## src/rtl/rp_acq_seq.sv

```systemverilog
// Acquisition sequencer for one channel group: arms a capture, enforces a
// pre-trigger fill, hands the trigger source to the selector and times the post-trigger delay.
module rp_acq_seq #(
   parameter int PRE_W = 32,
   parameter int DLY_W = 32
) (
   input  logic             adc_clk_i,
   input  logic             adc_rst_i,
   input  logic             arm_i,
   input  logic             rst_do_i,
   input  logic             auto_rearm_i,
   input  logic [3:0]       trg_src_i,
   input  logic [PRE_W-1:0] pre_len_i,
   input  logic [DLY_W-1:0] dly_len_i,
   input  logic             dec_en_i,
   input  logic             adc_trig_i,
   output logic             set_trg_new_o,
   output logic [3:0]       set_trg_src_o,
   output logic             adc_rst_do_o,
   output logic             adc_dly_do_o,
   output logic             trig_dis_clr_o,
   output logic             wr_en_o,
   output logic             acq_done_o,
   output logic [2:0]       state_o,
   output logic [PRE_W-1:0] pre_cnt_o,
   output logic [DLY_W-1:0] dly_cnt_o
);

   typedef enum logic [2:0] {
      S_IDLE = 3'd0,
      S_PRE  = 3'd1,
      S_WAIT = 3'd2,
      S_POST = 3'd3,
      S_DONE = 3'd4
   } state_t;

   localparam logic [PRE_W-1:0] PRE_ONE = {{(PRE_W-1){1'b0}}, 1'b1};
   localparam logic [DLY_W-1:0] DLY_ONE = {{(DLY_W-1){1'b0}}, 1'b1};

   state_t           state_q, state_d;
   logic [PRE_W-1:0] pre_cnt_q, pre_cnt_d;
   logic [DLY_W-1:0] dly_cnt_q, dly_cnt_d;
   logic [3:0]       src_q, src_d;
   logic             set_new_q, set_new_d;
   logic             rst_do_q, rst_do_d;
   logic             dly_do_q, dly_do_d;
   logic             clr_q, clr_d;
   logic             wr_en_q, wr_en_d;
   logic             done_q, done_d;

   always_comb begin
      state_d   = state_q;
      pre_cnt_d = pre_cnt_q;
      dly_cnt_d = dly_cnt_q;
      src_d     = src_q;
      set_new_d = 1'b0;
      rst_do_d  = 1'b0;
      dly_do_d  = 1'b0;
      clr_d     = 1'b0;
      done_d    = done_q;
      wr_en_d   = 1'b0;

      // Abort beats arm, arm beats auto re-arm, and both beat internal progress.
      if (rst_do_i) begin
         state_d   = S_IDLE;
         pre_cnt_d = '0;
         dly_cnt_d = '0;
         done_d    = 1'b0;
         rst_do_d  = 1'b1;
      end else if (arm_i || (state_q == S_DONE && auto_rearm_i)) begin
         state_d   = S_PRE;
         pre_cnt_d = '0;
         dly_cnt_d = '0;
         done_d    = 1'b0;
         clr_d     = 1'b1;
      end else begin
         case (state_q)
            S_PRE: begin
               if (dec_en_i && pre_cnt_q != '1) pre_cnt_d = pre_cnt_q + PRE_ONE;
               if (pre_cnt_q >= pre_len_i) begin
                  state_d   = S_WAIT;
                  set_new_d = 1'b1;
                  src_d     = trg_src_i;
               end
            end
            S_WAIT: begin
               if (dec_en_i && pre_cnt_q != '1) pre_cnt_d = pre_cnt_q + PRE_ONE;
               // A zero source never fires in the selector; hold here until abort/arm.
               if (adc_trig_i && src_q != 4'd0) begin
                  state_d   = S_POST;
                  dly_cnt_d = '0;
               end
            end
            S_POST: begin
               // The count freezes on the completing cycle so DONE reports the reached value.
               if (dly_cnt_q >= dly_len_i) begin
                  state_d  = S_DONE;
                  dly_do_d = 1'b1;
                  done_d   = 1'b1;
               end else if (dec_en_i && dly_cnt_q != '1) begin
                  dly_cnt_d = dly_cnt_q + DLY_ONE;
               end
            end
            default: ;
         endcase
      end

      wr_en_d = dec_en_i && (state_d == S_PRE || state_d == S_WAIT || state_d == S_POST);
   end

   always_ff @(posedge adc_clk_i) begin
      if (adc_rst_i) begin
         state_q   <= S_IDLE;
         pre_cnt_q <= '0;
         dly_cnt_q <= '0;
         src_q     <= 4'd0;
         set_new_q <= 1'b0;
         rst_do_q  <= 1'b0;
         dly_do_q  <= 1'b0;
         clr_q     <= 1'b0;
         wr_en_q   <= 1'b0;
         done_q    <= 1'b0;
      end else begin
         state_q   <= state_d;
         pre_cnt_q <= pre_cnt_d;
         dly_cnt_q <= dly_cnt_d;
         src_q     <= src_d;
         set_new_q <= set_new_d;
         rst_do_q  <= rst_do_d;
         dly_do_q  <= dly_do_d;
         clr_q     <= clr_d;
         wr_en_q   <= wr_en_d;
         done_q    <= done_d;
      end
   end

   assign set_trg_new_o  = set_new_q;
   assign set_trg_src_o  = src_q;
   assign adc_rst_do_o   = rst_do_q;
   assign adc_dly_do_o   = dly_do_q;
   assign trig_dis_clr_o = clr_q;
   assign wr_en_o        = wr_en_q;
   assign acq_done_o     = done_q;
   assign state_o        = state_q;
   assign pre_cnt_o      = pre_cnt_q;
   assign dly_cnt_o      = dly_cnt_q;

endmodule
```

## config.mk

```make
export PLATFORM = sky130hd
export DESIGN_NAME = rp_acq_seq
export DESIGN_NICKNAME = d
export VERILOG_FILES = /design/src/rtl/rp_acq_seq.sv
export SDC_FILE = /design/constraint.sdc
export NUM_CORES = 1
export LEC_CHECK = 0
export ABC_CLOCK_PERIOD_IN_PS = 3200
export BUFFER_PORTS_ARGS = -buffer_cell sky130_fd_sc_hd__buf_4
export CAP_MARGIN = 20
export CORE_UTILIZATION = 30
export CTS_CLUSTER_DIAMETER = 60
export DETAILED_ROUTE_END_ITERATION = 8
export MAX_ROUTING_LAYER = met4
export PLACE_DENSITY_LB_ADDON = 0.2
export SKIP_LAST_GASP = 1
export SLEW_MARGIN = 10
export SYNTH_ARGS = -nofsm -noshare
export SYNTH_HDL_FRONTEND = slang
export SYNTH_SLANG_ARGS = --single-unit
```

## constraint.sdc

```tcl
create_clock -name adc_clk_i -period 3.2 [get_ports adc_clk_i]
set_input_delay 0.32 -clock adc_clk_i [delete_from_list [all_inputs] [get_ports adc_clk_i]]
set_output_delay 0.32 -clock adc_clk_i [all_outputs]
set_load 0.05 [all_outputs]
```

==> summary.txt, run 1 <==
Route
  – First-pass iteration count of the detailed router: 5
  – DRC violation count after routing: 0
  – Detailed-route via count: between 5000 and 6000
  – WL final: 15800 µm
  – 1st-iter DRT viols: between 300 and 400
  – Antenna-violating nets left: 0
  – Routed length per placed instance: 14.5 µm
  – Average via count per standard cell: 5.00

Synthesis
  – Share of the synthesized area in the top cell type: 28.6%
  – Sequential fraction of the synthesis area: about 29%
  – Yosys cell types: between 50 and 60
  – Count of flip-flops with a built-in enable after synthesis: 0
  – Post-synth net total: roughly 830
  – Area leader, netlist: sky130_fd_sc_hd__dfxtp_1
  – Async S/R FF share, synth: 0%
  – Largest cells by area after synthesis: sky130_fd_sc_hd__dfxtp_1 (29%), sky130_fd_sc_hd__ha_1 (15%), sky130_fd_sc_hd__inv_1 (5.1%), sky130_fd_sc_hd__nor2_1 (4.9%), sky130_fd_sc_hd__nand4_1 (4.6%)
  – Primary flip-flop cell chosen by synthesis mapping: sky130_fd_sc_hd__dfxtp_1
  – Yosys warnings: 0
  – Post-synthesis register bit count: a little under 80
  – Average instance area after synthesis: between 7 and 8 µm²
  – Synthesized instance count: 685
  – Post-synth design cell area: between 5000 and 6000 µm²

GRT
  – Initial antenna violation count: 0
  – Wire length of the first global-routing pass: between 20000 and 30000 µm
  – Vias in the first global route: approximately 4900
  – Aggregate global-route resource usage: 17.9%
  – Largest net degree at the start of global routing: 22
  – Grt ovf: 0

Clock tree
  – CTS HTree Levels: 3
  – Clock net sink count: 77
  – Clock latency reported for the late side of the worst-skew pair: 0.34 ns
  – Maximum clock insertion buffer count: 2
  – Cell at the root of the clock tree: sky130_fd_sc_hd__clkbuf_16
  – Number of gates given a new drive strength after cts: 0
  – Hold bufs inserted after CTS: 0
  – Number of CTS-inserted buffers: 9
  – Post-CTS setup buffer count: 0
  – CTS tree: built
  – CTS clk-pin slew, worst paths: roughly 0.060 ns

Power and ir drop
  – Part of the total power dissipated in combinational logic: under 10%
  – Clock network power share: 45.1%
  – Switching power: ~0.00048 W
  – Portion of total power attributed to sequential cells: 46.0%
  – Switching share of power: between 20 and 25%
  – Power per unit of standard cell area: roughly 290 nW/µm²
  – IR drop worst, VDD: roughly 0.22 mV
  – P_leak: 3.50 nW
  – Internal power consumption: about 0.0016 W

Timing
  – Setup total negative slack: 0 ns
  – Total count of hold-check failures in the final report: 0
  – Final-report max-slew violation count: 0
  – Worst max-slew margin expressed relative to the limit: 53.1%
  – Final period util: 85.7%
  – Unrepaired setup endpoints after global routing: false
  – Final worst path period need: between 2 and 3 ns
  – Skew final: a little over 0.006 ns
  – Max frequency: approximately 360 MHz
  – Slew at the pin closest to its max-slew limit: ~0.70 ns
  – Setup violators final: 0

Placement
  – Placer congestion estimate: about 0.8
  – Buffers on Ports: ~150
  – Total cell area at the placement stage: approximately 7000 µm²
  – Dpl hpwl: 12500 µm

Cells and area
  – Final core utilization: 41.7%
  – Final net count: 1006
  – Post-route standard cell area excluding fillers: slightly above 7000 µm²
  – Diodes inserted: 0
  – Proportion of layout cells with a drive suffix above 1: about 24%
  – Synth-to-layout area growth: 34.8%

Critical path
  – Critical path class: reg2reg
  – Worst r2r path cells: 9
  – Register-to-register setup slack: 0.46 ns
  – Worst path required time: around 3.4 ns
  – Startpoint type of the worst setup path: register
  – Reg-to-reg critical path startpoint: dly_cnt_o[13]$_SDFFE_PP0P_
  – Worst path arrival time: 2.96 ns
  – Max Fanout on Critical Path: 14
  – Critical path capture point type: register
  – Capture instance of the worst register-to-register path: dly_cnt_o[0]$_SDFFE_PP0P_

Floorplan
  – Area of the die: 18500 µm²
  – Ports: between 150 and 200
  – Area of the core: about 17000 µm²
  – Horizontal die dimension: 136 µm
  – Die H: ~140 µm
  – Total number of placement rows: 48
  – Initial Utilization: 30.9%

Worst hold path
  – HP Start: rst_do_i
  – Worst min path class: in2reg
  – Hold Crit Depth: 2
  – Hold Path End: trig_dis_clr_o$_SDFF_PP0_

Run status
  – Status: complete, no violations

Flow run
  – Max-capacitance violation count: 0
layout make-up:
cell class	count	area, µm²
Multi-Input combinational cell	518	3500
Fill cell	1828	10200
Timing Repair Buffer	186	1400
Sequential cell	77	1540
Inverter	73	274
Clock buffer	12	256
Clock inverter	2	10.0
Tap cell	225	282
synth_stat cells, drive strengths merged (2+ instances only):
library cell  instances
o211ai                7
nor2b                 3
nor3                 15
xor2                 21
or3                  18
a221oi                4
inv                  73
a41o                  2
a31oi                 6
dfxtp                77
a31o                  9
and2                  9
or4                   5
o22ai                 2
a21oi                32
o21a                  4
o21ai                23
mux2i                10
a211o                 2
a211oi                6
nand2b                4
o31ai                 4
nand3                33
o311ai                3
and3                 19
nand4                41
ha                   66
nor4                  8
buf                   6
nor4bb                2
nor2                 71
and4                  6
o41ai                 2
nand2                60
clkbuf               11
o21ba                 2
a21o                  2
xnor2                 9
stage by stage:
stage	hold WS, ns	cells	setup WS [ns]	power (W)
6_report	0.208	1093	0.459	0.00210
5_1_grt	0.200	1093	0.237	0.00220
4_1_cts	0.193	1093	0.461	0.00214
3_5_place_dp	0.524	1079	0.431	0.00118
3_3_place_gp	0.516	1079	0.474	0.00117
2_1_floorplan	0.399	685	0.237	0.00108
power groups by stage:
stage	sequential (W)	clock (W)	combinational, W
after floorplan	0.000995	0	0.0000806
after global placement	0.000985	0	0.000188
after detailed placement	0.000986	0	0.000189
after CTS	0.000964	0.000982	0.000190
after global routing	0.000964	0.00103	0.000211
final	0.000965	0.000946	0.000187
layer usage:
layer | wire length (µm) | vias to the layer above | share of wire [%] | track usage, %
met5 | 0 | - | 0 | -
met4 | 90 | 0 | 0.57 | 4.44
met3 | 814 | 7 | 5.1 | 3.69
met2 | 6720 | 142 | 42 | 25.1
met1 | 8200 | 2482 | 52 | 25.6
li1 | - | 2832 | - | -
placed cells by master (no fill, tap or decap), types with 10 or more instances in the layout:
cell / synthesis / layout
sky130_fd_sc_hd__a21oi_1: 32 / 32
sky130_fd_sc_hd__and3_1: 19 / 19
sky130_fd_sc_hd__buf_4: 0 / 186
sky130_fd_sc_hd__dfxtp_1: 77 / 77
sky130_fd_sc_hd__ha_1: 66 / 66
sky130_fd_sc_hd__inv_1: 73 / 73
sky130_fd_sc_hd__mux2i_1: 10 / 10
sky130_fd_sc_hd__nand2_1: 60 / 60
sky130_fd_sc_hd__nand3_1: 33 / 33
sky130_fd_sc_hd__nand4_1: 40 / 40
sky130_fd_sc_hd__nor2_1: 71 / 71
sky130_fd_sc_hd__nor3_1: 14 / 14
sky130_fd_sc_hd__o21ai_0: 16 / 16
sky130_fd_sc_hd__or3_1: 18 / 18
sky130_fd_sc_hd__xor2_1: 21 / 21
worst max path at each step:
stage | slack [ns] | startpoint | cells past startpoint | endpoint
2_1_floorplan | 0.24 | dly_cnt_o[13]$_SDFFE_PP0P_ | 9 | dly_cnt_o[19]$_SDFFE_PP0P_
3_3_place_gp | 0.47 | dly_len_i[13] | 11 | dly_cnt_o[0]$_SDFFE_PP0P_
3_5_place_dp | 0.43 | dly_len_i[7] | 11 | dly_cnt_o[0]$_SDFFE_PP0P_
4_1_cts | 0.46 | dly_cnt_o[13]$_SDFFE_PP0P_ | 9 | dly_cnt_o[0]$_SDFFE_PP0P_
5_1_grt | 0.24 | dly_cnt_o[15]$_SDFFE_PP0P_ | 10 | dly_cnt_o[0]$_SDFFE_PP0P_
6_report | 0.46 | dly_cnt_o[13]$_SDFFE_PP0P_ | 9 | dly_cnt_o[0]$_SDFFE_PP0P_
worst max-delay path, stage by stage (launching register included):
cell and delay [ns]:
sky130_fd_sc_hd__dfxtp_1 0.43, sky130_fd_sc_hd__ha_1 0.28, sky130_fd_sc_hd__a211oi_1 0.24, sky130_fd_sc_hd__nor2_1 0.07
sky130_fd_sc_hd__or3_1 0.37, sky130_fd_sc_hd__o31a_1 0.44, sky130_fd_sc_hd__nor3_4 0.20, sky130_fd_sc_hd__buf_4 0.23
sky130_fd_sc_hd__nor2_1 0.08, sky130_fd_sc_hd__mux2_2 0.28
cell families (layout without fill, tap and decap cells):
group	after synthesis	count (layout)	share of synthesized area, %
XOR/XNOR	30	30	4.88
adder cells (fa/ha/maj)	66	66	15.3
buffers and inverters	90	273	6.50
multiplexers	11	11	2.07
flip-flops	77	77	28.6
AO/OA/AOI/OAI	114	114	13.9
AND/OR/NAND/NOR	297	297	28.8
state kept, by name, summed over array words and instances, names as in the netlist:
register        flops
acq_done_o          1
wr_en_o             1
trig_dis_clr_o      1
pre_cnt_o          32
dly_cnt_o          32
state_o             3
set_trg_new_o       1
adc_rst_do_o        1
set_trg_src_o       4
adc_dly_do_o        1
Power figures use the tool's default switching activity.
==> run 2, diff against run 1 <==
GPL_TIMING_DRIVEN = 0   (was default)
SKIP_LAST_GASP = default   (was 1)
==> run 2 against run 1 <==
  * Sequential power hardly changed
  * Core utilization is 0.77 points lower
  * First-iteration DRC count is 7.2% higher
  * Critical endpoint is now dly_cnt_o[29]$_SDFFE_PP0P_
  * Hold slack worse by 0.014 ns
  * Maximum frequency is 9.0% lower
  * Sequential cell count stayed put
  * Largest cell class unchanged
  * Worst setup slack worse by 0.27 ns
  * Count of clock-buffer cells in the layout is 2 lower
==> summary.txt, run 2 (synthesized netlist as in run 1, its figures left out) <==
Clock tree
  – Clock net sink count: 77
  – Number of CTS-inserted buffers: 9
  – CTS clk-pin slew, worst paths: approximately 0.06 ns
  – Maximum clock insertion buffer count: 2
  – Clock latency reported for the late side of the worst-skew pair: ~0.35 ns
  – Cell at the root of the clock tree: sky130_fd_sc_hd__clkbuf_16
  – CTS tree: built
  – CTS HTree Levels: 3

Timing
  – Unrepaired setup endpoints after global routing: false
  – Total count of hold-check failures in the final report: 0
  – Final-report max-slew violation count: 0
  – Setup violators final: 0
  – Final worst path period need: ~3 ns
  – Skew final: ~0.0065 ns
  – Slew at the pin closest to its max-slew limit: 0.792 ns
  – Worst max-slew margin expressed relative to the limit: ~47%
  – Max frequency: 332 MHz
  – Final period util: a little over nine tenths

Power and ir drop
  – P_leak: 3.37 nW
  – Switching share of power: roughly a quarter
  – Total power: approximately 0.0022 W
  – Portion of total power attributed to sequential cells: between 40% and 50%
  – Power per unit of standard cell area: 306 nW/µm²
  – Internal power consumption: between 0.0015 and 0.002 W
  – Part of the total power dissipated in combinational logic: under 10%
  – Clock network power share: a little under half
  – IR drop worst, VDD: roughly 0.22 mV
  – Switching power: between 0.0005 and 0.0006 W

Flow run
  – Max-capacitance violation count: 0

Placement
  – Total instance count after detailed placement: 1060
  – Buffers on Ports: 150
  – Placer congestion estimate: 0.802
  – Dpl hpwl: between 10000 and 15000 µm

Cells and area
  – Most frequent cells in the layout: sky130_fd_sc_hd__buf_4 (153), sky130_fd_sc_hd__dfxtp_1 (77), sky130_fd_sc_hd__inv_1 (73), sky130_fd_sc_hd__nor2_1 (71), sky130_fd_sc_hd__ha_1 (66)
  – Leading cell type in the layout, fill and taps excluded: sky130_fd_sc_hd__buf_4
  – Synth-to-layout area growth: 32.3%
  – Fin cells: 1079
  – Diodes inserted: 0
  – Final net count: 990
  – Proportion of layout cells with a drive suffix above 1: 21.7%

Worst hold path
  – Worst min path class: in2reg
  – Hold Crit Depth: 2

Route
  – Average via count per standard cell: just over 5
  – 1st-iter DRT viols: 344
  – Antenna-violating nets left: 0
  – DRC violation count after routing: 0
  – Detailed-route via count: roughly 5400
  – WL final: 15900 µm
  – First-pass iteration count of the detailed router: 4
  – Routed length per placed instance: between 10 and 15 µm

Floorplan
  – Initial Utilization: 30.9%
  – Total number of placement rows: between 40 and 50
  – Die H: 136 µm
  – Horizontal die dimension: approximately 140 µm
  – Area of the die: between 15000 and 20000 µm²
  – Area of the core: approximately 17000 µm²
  – Ports: between 150 and 200

Critical path
  – Worst path arrival time: 3.28 ns
  – Startpoint type of the worst setup path: register
  – Worst r2r path cells: 10
  – Critical path capture point type: register
  – Max Fanout on Critical Path: 8
  – Worst path required time: between 3 and 4 ns
  – Critical path class: reg2reg

GRT
  – Grt ovf: 0
  – Vias in the first global route: 4710
  – Aggregate global-route resource usage: between 15 and 20%
  – Wire length of the first global-routing pass: roughly 25000 µm
  – Initial antenna violation count: 0
  – Largest net degree at the start of global routing: 14

Run status
  – Status: complete, no violations
run 2: cell types whose count changed in the layout (fill, tap and decap cells not counted), moves of 2 or more:
cell                         delta
sky130_fd_sc_hd__clkbuf_1      +11
sky130_fd_sc_hd__clkinvlp_4     +2
sky130_fd_sc_hd__clkbuf_8       -2
sky130_fd_sc_hd__buf_2          +4
sky130_fd_sc_hd__buf_4         -33
run 2: layout make-up:
cell class,count,area (µm²)
fill,1845,10300
multi-input combinational,518,3510
sequential,77,1540
timing repair buffer,153,1150
tap,225,282
inverter,73,274
clock buffer,10,229
buffer,17,76.3
clock inverter,6,63.8
run 2: routing by layer:
layer,GRT usage [%],routed length [µm],vias to the layer above
met5,-,0,-
met4,5.56,179,0
met3,2.61,754,14
met2,24.8,6580,136
met1,26.1,8380,2482
li1,-,-,2799
run 2: power groups by stage:
stage | Sequential [W] | Combinational [W] | Clock, W
floorplan | 0.000995 | 0.0000806 | 0
global placement | 0.000985 | 0.000186 | 0
detailed placement | 0.000985 | 0.000187 | 0
CTS | 0.000964 | 0.000188 | 0.00105
global route | 0.000964 | 0.000209 | 0.00109
finish | 0.000964 | 0.000186 | 0.00103
run 2: what timing repair did:
item,CTS,global route
hold buffers,0,0
setup buffers,3,0
setup endpoints to repair,10,26
gates resized for setup,0,3
pin swaps,1,0
run 2: through the flow:
step / setup slack, ns / instance area (µm²) / utilization (%) / hold WS, ns / setup TNS [ns]
detailed placement: -0.162 / 6800 / 39.0 / 0.520 / -1.01
finish: 0.190 / 7130 / 40.9 / 0.194 / 0
CTS: 0.129 / 7110 / 40.8 / 0.177 / 0
global placement: -0.176 / 6800 / 39.0 / 0.518 / -1.18
global route: 0.0411 / 7130 / 40.9 / 0.198 / 0
floorplan: 0.237 / 5390 / - / 0.399 / 0
run 2: final timing paths:
check	from	endpoint	slack, ns
max	dly_cnt_o[15]$_SDFFE_PP0P_	dly_cnt_o[29]$_SDFFE_PP0P_	0.19
min	rst_do_i	trig_dis_clr_o$_SDFF_PP0_	0.19
max reg2reg	dly_cnt_o[15]$_SDFFE_PP0P_	dly_cnt_o[29]$_SDFFE_PP0P_	0.19
min reg2reg	dly_cnt_o[30]$_SDFFE_PP0P_	dly_cnt_o[30]$_SDFFE_PP0P_	0.53
run 2: critical path: stages, from the launching register on:
cell and delay, ns:
sky130_fd_sc_hd__dfxtp_1 0.39, sky130_fd_sc_hd__ha_1 0.32, sky130_fd_sc_hd__nand4_1 0.15, sky130_fd_sc_hd__or3_1 0.45, sky130_fd_sc_hd__a221oi_1 0.50, sky130_fd_sc_hd__o31a_1 0.41, sky130_fd_sc_hd__nor3_4 0.09, sky130_fd_sc_hd__buf_4 0.17
sky130_fd_sc_hd__buf_4 0.15, sky130_fd_sc_hd__a31o_1 0.20, sky130_fd_sc_hd__a21oi_1 0.11
